$ cat config.mk
export PLATFORM = sky130hd
export DESIGN_NAME = sti_word_feeder
export DESIGN_NICKNAME = d
export VERILOG_FILES = /design/src/rtl/sti_word_feeder.sv
export SDC_FILE = /design/constraint.sdc
export NUM_CORES = 1
export LEC_CHECK = 0
export ABC_AREA = 0
export BUFFER_PORTS_ARGS = -buffer_cell sky130_fd_sc_hd__buf_2
export CORE_UTILIZATION = 53
export CTS_CLUSTER_DIAMETER = 50
export DETAILED_ROUTE_END_ITERATION = 8
export GPL_ROUTABILITY_DRIVEN = 0
export HOLD_SLACK_MARGIN = 0.15
export PLACE_DENSITY = 0.74
export RECOVER_POWER = 50
export SYNTH_ARGS = -nofsm -noshare
export SYNTH_HDL_FRONTEND = slang
export SYNTH_SLANG_ARGS = --single-unit
$ cat constraint.sdc
create_clock -name clk -period 2.05 [get_ports clk]
set_input_delay 0.205 -clock clk [delete_from_list [all_inputs] [get_ports clk]]
set_output_delay 0.205 -clock clk [all_outputs]
set_load 0.005 [all_outputs]
$ cat src/rtl/sti_word_feeder.sv
// sti_word_feeder: upstream stage of the STI serializer.
// Buffers parallel-in word commands in a small FIFO and issues them to the STI
// one at a time. Each issue is a one-cycle load strobe with pi_* held until the
// serial burst has finished. After the word flagged last, pi_end pulses once and
// done latches. Burst lengths are checked against pi_length (err_len), and a
// missing burst start is flagged as a timeout (err_to).
module sti_word_feeder #(
  parameter int DEPTH    = 4,   // FIFO entries, power of 2, >= 2
  parameter int GAP      = 1,   // idle cycles after a burst before the next issue
  parameter int START_TO = 15   // max cycles from load to so_valid rising
) (
  input  logic        clk,
  input  logic        reset,
  input  logic        in_valid,
  output logic        in_ready,
  input  logic [15:0] in_data,
  input  logic [1:0]  in_length,
  input  logic        in_fill,
  input  logic        in_msb,
  input  logic        in_low,
  input  logic        in_last,
  input  logic        so_valid,
  output logic        load,
  output logic [15:0] pi_data,
  output logic [1:0]  pi_length,
  output logic        pi_fill,
  output logic        pi_msb,
  output logic        pi_low,
  output logic        pi_end,
  output logic        done,
  output logic        err_len,
  output logic        err_to
);

  localparam int AW      = $clog2(DEPTH);
  localparam int ENTRY_W = 22;

  // Last cycle index of the gap wait; GAP=0 still spends one cycle in GAPW.
  localparam logic [3:0] GAP_LAST = (GAP == 0) ? 4'd0 : 4'(GAP - 1);
  localparam logic [7:0] TO_LAST  = 8'(START_TO - 1);
  localparam logic [AW:0] PTR_ONE = (AW + 1)'(1);

  typedef enum logic [2:0] {
    S_IDLE,
    S_WSTART,
    S_WBUSY,
    S_GAPW,
    S_END,
    S_DONE
  } state_t;

  state_t state_reg, state_next;

  // FIFO storage and pointers (extra MSB distinguishes full from empty)
  logic [ENTRY_W-1:0] mem [DEPTH];
  logic [AW:0]        wr_ptr_reg, rd_ptr_reg;
  logic               fifo_empty, fifo_full;
  logic [ENTRY_W-1:0] head;
  logic               push, pop;
  logic               last_accepted_reg;

  // Issued word, held for the whole burst
  logic [15:0] pi_data_reg;
  logic [1:0]  pi_length_reg;
  logic        pi_fill_reg, pi_msb_reg, pi_low_reg;
  logic        cur_last_reg;
  logic        load_reg;

  // Burst supervision
  logic [7:0]  to_cnt_reg;
  logic [7:0]  bit_cnt_reg;
  logic [3:0]  gap_cnt_reg;
  logic [7:0]  exp_bits;
  logic        gap_done;
  logic        set_err_len, set_err_to;
  logic        err_len_reg, err_to_reg;

  assign fifo_empty = (wr_ptr_reg == rd_ptr_reg);
  assign fifo_full  = (wr_ptr_reg[AW] != rd_ptr_reg[AW]) &&
                      (wr_ptr_reg[AW-1:0] == rd_ptr_reg[AW-1:0]);
  assign head       = mem[rd_ptr_reg[AW-1:0]];

  // No accepts once the stream's last word is in, and none while in reset.
  assign in_ready = !reset && !fifo_full && !last_accepted_reg && (state_reg != S_DONE);
  assign push     = in_valid && in_ready;

  assign exp_bits = {2'b00, ({1'b0, pi_length_reg} + 3'd1), 3'b000};
  assign gap_done = (gap_cnt_reg == GAP_LAST);

  assign load      = load_reg;
  assign pi_data   = pi_data_reg;
  assign pi_length = pi_length_reg;
  assign pi_fill   = pi_fill_reg;
  assign pi_msb    = pi_msb_reg;
  assign pi_low    = pi_low_reg;
  assign pi_end    = (state_reg == S_END);
  assign done      = (state_reg == S_DONE);
  assign err_len   = err_len_reg;
  assign err_to    = err_to_reg;

  // FIFO write port: plain array so it can map onto distributed/block RAM
  always_ff @(posedge clk) begin
    if (push) begin
      mem[wr_ptr_reg[AW-1:0]] <= {in_last, in_low, in_msb, in_fill, in_length, in_data};
    end
  end

  // FIFO pointers and the "last word accepted" latch
  always_ff @(posedge clk or posedge reset) begin
    if (reset) begin
      wr_ptr_reg        <= '0;
      rd_ptr_reg        <= '0;
      last_accepted_reg <= 1'b0;
    end else begin
      if (push) begin
        wr_ptr_reg <= wr_ptr_reg + PTR_ONE;
        if (in_last) begin
          last_accepted_reg <= 1'b1;
        end
      end
      if (pop) begin
        rd_ptr_reg <= rd_ptr_reg + PTR_ONE;
      end
    end
  end

  // FSM state register
  always_ff @(posedge clk or posedge reset) begin
    if (reset) begin
      state_reg <= S_IDLE;
    end else begin
      state_reg <= state_next;
    end
  end

  // FSM next-state, pop request and error-set decisions
  always_comb begin
    state_next  = state_reg;
    pop         = 1'b0;
    set_err_len = 1'b0;
    set_err_to  = 1'b0;
    case (state_reg)
      S_IDLE: begin
        if (!fifo_empty) begin
          pop        = 1'b1;
          state_next = S_WSTART;
        end
      end
      S_WSTART: begin
        if (so_valid) begin
          state_next = S_WBUSY;
        end else if (to_cnt_reg == TO_LAST) begin
          set_err_to = 1'b1;
          state_next = S_GAPW;
        end
      end
      S_WBUSY: begin
        if (!so_valid) begin
          set_err_len = (bit_cnt_reg != exp_bits);
          state_next  = S_GAPW;
        end
      end
      S_GAPW: begin
        if (gap_done) begin
          state_next = cur_last_reg ? S_END : S_IDLE;
        end
      end
      S_END: begin
        state_next = S_DONE;
      end
      S_DONE: begin
        state_next = S_DONE;
      end
      default: begin
        state_next = S_IDLE;
      end
    endcase
  end

  // Issue registers, burst counters and sticky error flags
  always_ff @(posedge clk or posedge reset) begin
    if (reset) begin
      load_reg      <= 1'b0;
      pi_data_reg   <= '0;
      pi_length_reg <= '0;
      pi_fill_reg   <= 1'b0;
      pi_msb_reg    <= 1'b0;
      pi_low_reg    <= 1'b0;
      cur_last_reg  <= 1'b0;
      to_cnt_reg    <= '0;
      bit_cnt_reg   <= '0;
      gap_cnt_reg   <= '0;
      err_len_reg   <= 1'b0;
      err_to_reg    <= 1'b0;
    end else begin
      load_reg <= pop;
      if (pop) begin
        {cur_last_reg, pi_low_reg, pi_msb_reg, pi_fill_reg, pi_length_reg, pi_data_reg} <= head;
        to_cnt_reg <= '0;
      end
      if (state_reg == S_WSTART) begin
        if (so_valid) begin
          bit_cnt_reg <= 8'd1;
        end else begin
          to_cnt_reg <= to_cnt_reg + 8'd1;
        end
      end
      // Saturate so an absurdly long burst can never wrap back to a legal count
      if (state_reg == S_WBUSY && so_valid && bit_cnt_reg != 8'hFF) begin
        bit_cnt_reg <= bit_cnt_reg + 8'd1;
      end
      gap_cnt_reg <= (state_reg == S_GAPW) ? gap_cnt_reg + 4'd1 : 4'd0;
      err_len_reg <= err_len_reg | set_err_len;
      err_to_reg  <= err_to_reg | set_err_to;
    end
  end

endmodule

==> key figures <==
Clock tree
  – Clk root buf: clkbuf_8
  – H-tree levels: 4
  – Clock transition at path regs: 0.06 ns
  – Clk Latency, worst-skew pair: 0.52 ns
  – Clock sinks: 143
  – CTS tree: yes
  – Max Buffers Root-to-Sink: 2
  – Number of buffers created by CTS: 17

STA
  – Post-layout min period: 1.970 ns
  – Final WS setup: 0.07953 ns
  – Clock skew after layout: 0.008956 ns
  – Final setup TNS: 0 ns
  – Slew Limit Fails: 0
  – Relative slew margins: 64.13%
  – # setup viols final: 0
  – Slew @ Worst Pin: 0.5245 ns
  – Fmax: 0.5075 GHz
  – WHS: 0.2526 ns
  – Unrepaired setup endpoints after global routing: no
  – Final hold vios: 0
  – Final period util: 96.12%

Min path
  – HP Class: in -> async

Power
  – P_leak: 0.002833 uW
  – Combinational share of power: 31.0%
  – Sequential power share: 39.5%
  – Switch Pwr: 2973 uW
  – PD cells: 1364 nW/um^2
  – Sw frac: 29.71%
  – Pwr Total: 10,010 uW
  – Clock share of power: 29.5%
  – VDD IR max: 0.8365 mV
  – Power Internal: 7034 uW

Routing
  – Routed Antenna Nets: 0
  – Drt first-iter violations: 157
  – Routed WL per cell: 17.58 microns
  – DR vias: 3,230
  – Drt via density: 5.383
  – DRT Pass-1 Iters: 4
  – Wirelength, routed: 10,550 microns
  – # DRC: 0

Critical path
  – Worst EP required: 1.85 ns
  – Crit Reg-Reg Startpoint: state_reg[0]
  – Crit path DAT: 1.77 ns
  – Critical path type: reg -> out
  – Crit path max fanout: 7
  – Worst Setup End Kind: output port
  – RR Endpoint: mem[1][14]
  – R2R cell count: 5
  – CP startpoint kind: flip-flop
  – R2R setup slack: 0.15 ns

Yosys
  – Yosys reg bits: 143
  – Synthesized area per cell: 17.39 sq um
  – Synth area leader: edfxtp_1
  – Main area contributors after synthesis: edfxtp_1 45%, dfrtp_1 23%, mux4_2 8.4%
  – Mapped Cells: 339
  – Ys Warns: 0
  – Ys flop type: edfxtp_1
  – Syn nets: 377
  – Synth top area share: 44.83%
  – Post-synth ARST share: 38.46%
  – Yosys cell types: 52
  – EDFF count, synth: 88
  – Synthesized cell area: 5894 sq um
  – Sequential share of the synthesized area: 68.18%

Floorplan
  – # rows: 38
  – Die height: 107.5 microns
  – Full die area: 11,550 sq um
  – Initial Util: 54.37%
  – Core Box Area: 10,840 sq um
  – # IOs: 53
  – Chip Width: 107.5 microns

Placement
  – I/O Buffers: 52
  – DP Worst Slack: 0.1851 ns
  – Final HPWL DP: 6634 microns

Final layout
  – Share of cells above drive strength 1: 28.91%
  – Area grow syn2layout: 24.47%
  – Fin nets: 485
  – Diode count: 0
  – Max reg flops: 88

Global routing
  – First-pass GRT wire length: 16,870 microns
  – Initial antenna violation count: 0
  – Grt total ovfl: 0
  – Total global-route track usage: 20.31%
  – Largest net degree at the start of global routing: 48
  – Vias in the first global route: 3,341

Flow run
  – Max-Cap Viols: 0

Status
  – Status: completed
[cell usage in the layout, fill, tap and decap left out, types with 5 or more instances in the layout]
master,netlist,layout
buf_12,0,7
buf_2,5,27
buf_4,2,16
clkbuf_1,2,27
clkbuf_16,0,16
dfrtp_1,55,51
dlygate4sd3_1,0,25
edfxtp_1,88,88
ha_1,12,12
inv_1,10,10
inv_6,0,5
mux2_1,9,9
mux2_4,10,10
mux4_2,22,22
nand2_1,13,13
nand3_1,7,7
nand4_1,5,5
nor2_1,13,13
o21ai_0,8,8
xnor2_1,7,7
xor2_1,9,9
[area by class of cell]
cell class	count	area, sq um
clock buffers	18	417.9
repair buffers	101	743.2
inverters	10	37.54
flip-flops and latches	143	4024
well taps	140	175.2
fillers	734	3503
clock inverters	14	155.1
multi-input cells	174	1784
[critical path, stage by stage (launching register included)]
cell and delay [ns]:
dfrtp_2 0.45, and3b_1 0.23, a311oi_4 0.30, buf_4 0.17
buf_2 0.10
[synth_stat cells (6+ instances only)]
master    instances
and3_1            6
xor2_1            9
nand3_1           7
dfrtp_1          55
mux2_1            9
xnor2_1           7
edfxtp_1         88
o21ai_0           8
mux2_4           10
nand2_1          13
ha_1             12
inv_1            10
nor2_1           13
mux4_2           22
[timing repair]
action | CTS | global route
pin swaps | 1 | 1
setup buffers | 1 | 6
resized for setup | 1 | 4
hold buffers | 25 | 0
hold endpoints to repair | 148 | 0
setup endpoints to repair | 1 | 1
[power by group through the flow]
stage | combinational (uW) | clock, uW | sequential (uW)
6_report | 3100 | 2950 | 3950
3_3_place_gp | 2900 | 0 | 3960
5_1_grt | 3390 | 3130 | 4010
2_1_floorplan | 2270 | 0 | 3890
4_1_cts | 3040 | 3010 | 3940
3_5_place_dp | 2970 | 0 | 3980
[stage by stage]
stage,cell area [sq um],std cells,util [%]
6_report,7337,600,67.68
5_1_grt,7337,600,67.68
4_1_cts,7302,594,67.36
3_5_place_dp,6470,536,59.68
3_3_place_gp,6470,536,59.68
2_1_floorplan,5899,339,-
[routing by layer]
metal	routed length (microns)	GRT usage (%)
met5	0	0
met4	100	6.458
met3	391	6.416
met2	5640	34.88
met1	4414	24.42
[worst max path at each step]
stage | from | to | slack [ns] | depth (start not counted)
2_1_floorplan | rd_ptr_reg[0] | mem[3][0] | 0.12 | 4
3_3_place_gp | state_reg[0] | mem[1][18] | 0.24 | 4
3_5_place_dp | state_reg[0] | mem[1][18] | 0.19 | 4
4_1_cts | wr_ptr_reg[1] | in_ready | 0.02 | 4
5_1_grt | wr_ptr_reg[1] | in_ready | 0.003 | 4
6_report | state_reg[0] | in_ready | 0.08 | 4
[cell families after synthesis]
group | Yosys count | synth area share, %
flops | 143 | 68.18
simple gates | 68 | 6.772
mux | 47 | 13.78
compound gates | 29 | 3.779
buf+inv | 22 | 2.016
xor+xnor | 18 | 2.929
fa+ha+maj | 12 | 2.547
No activity file was read; power rests on OpenSTA's default activity.
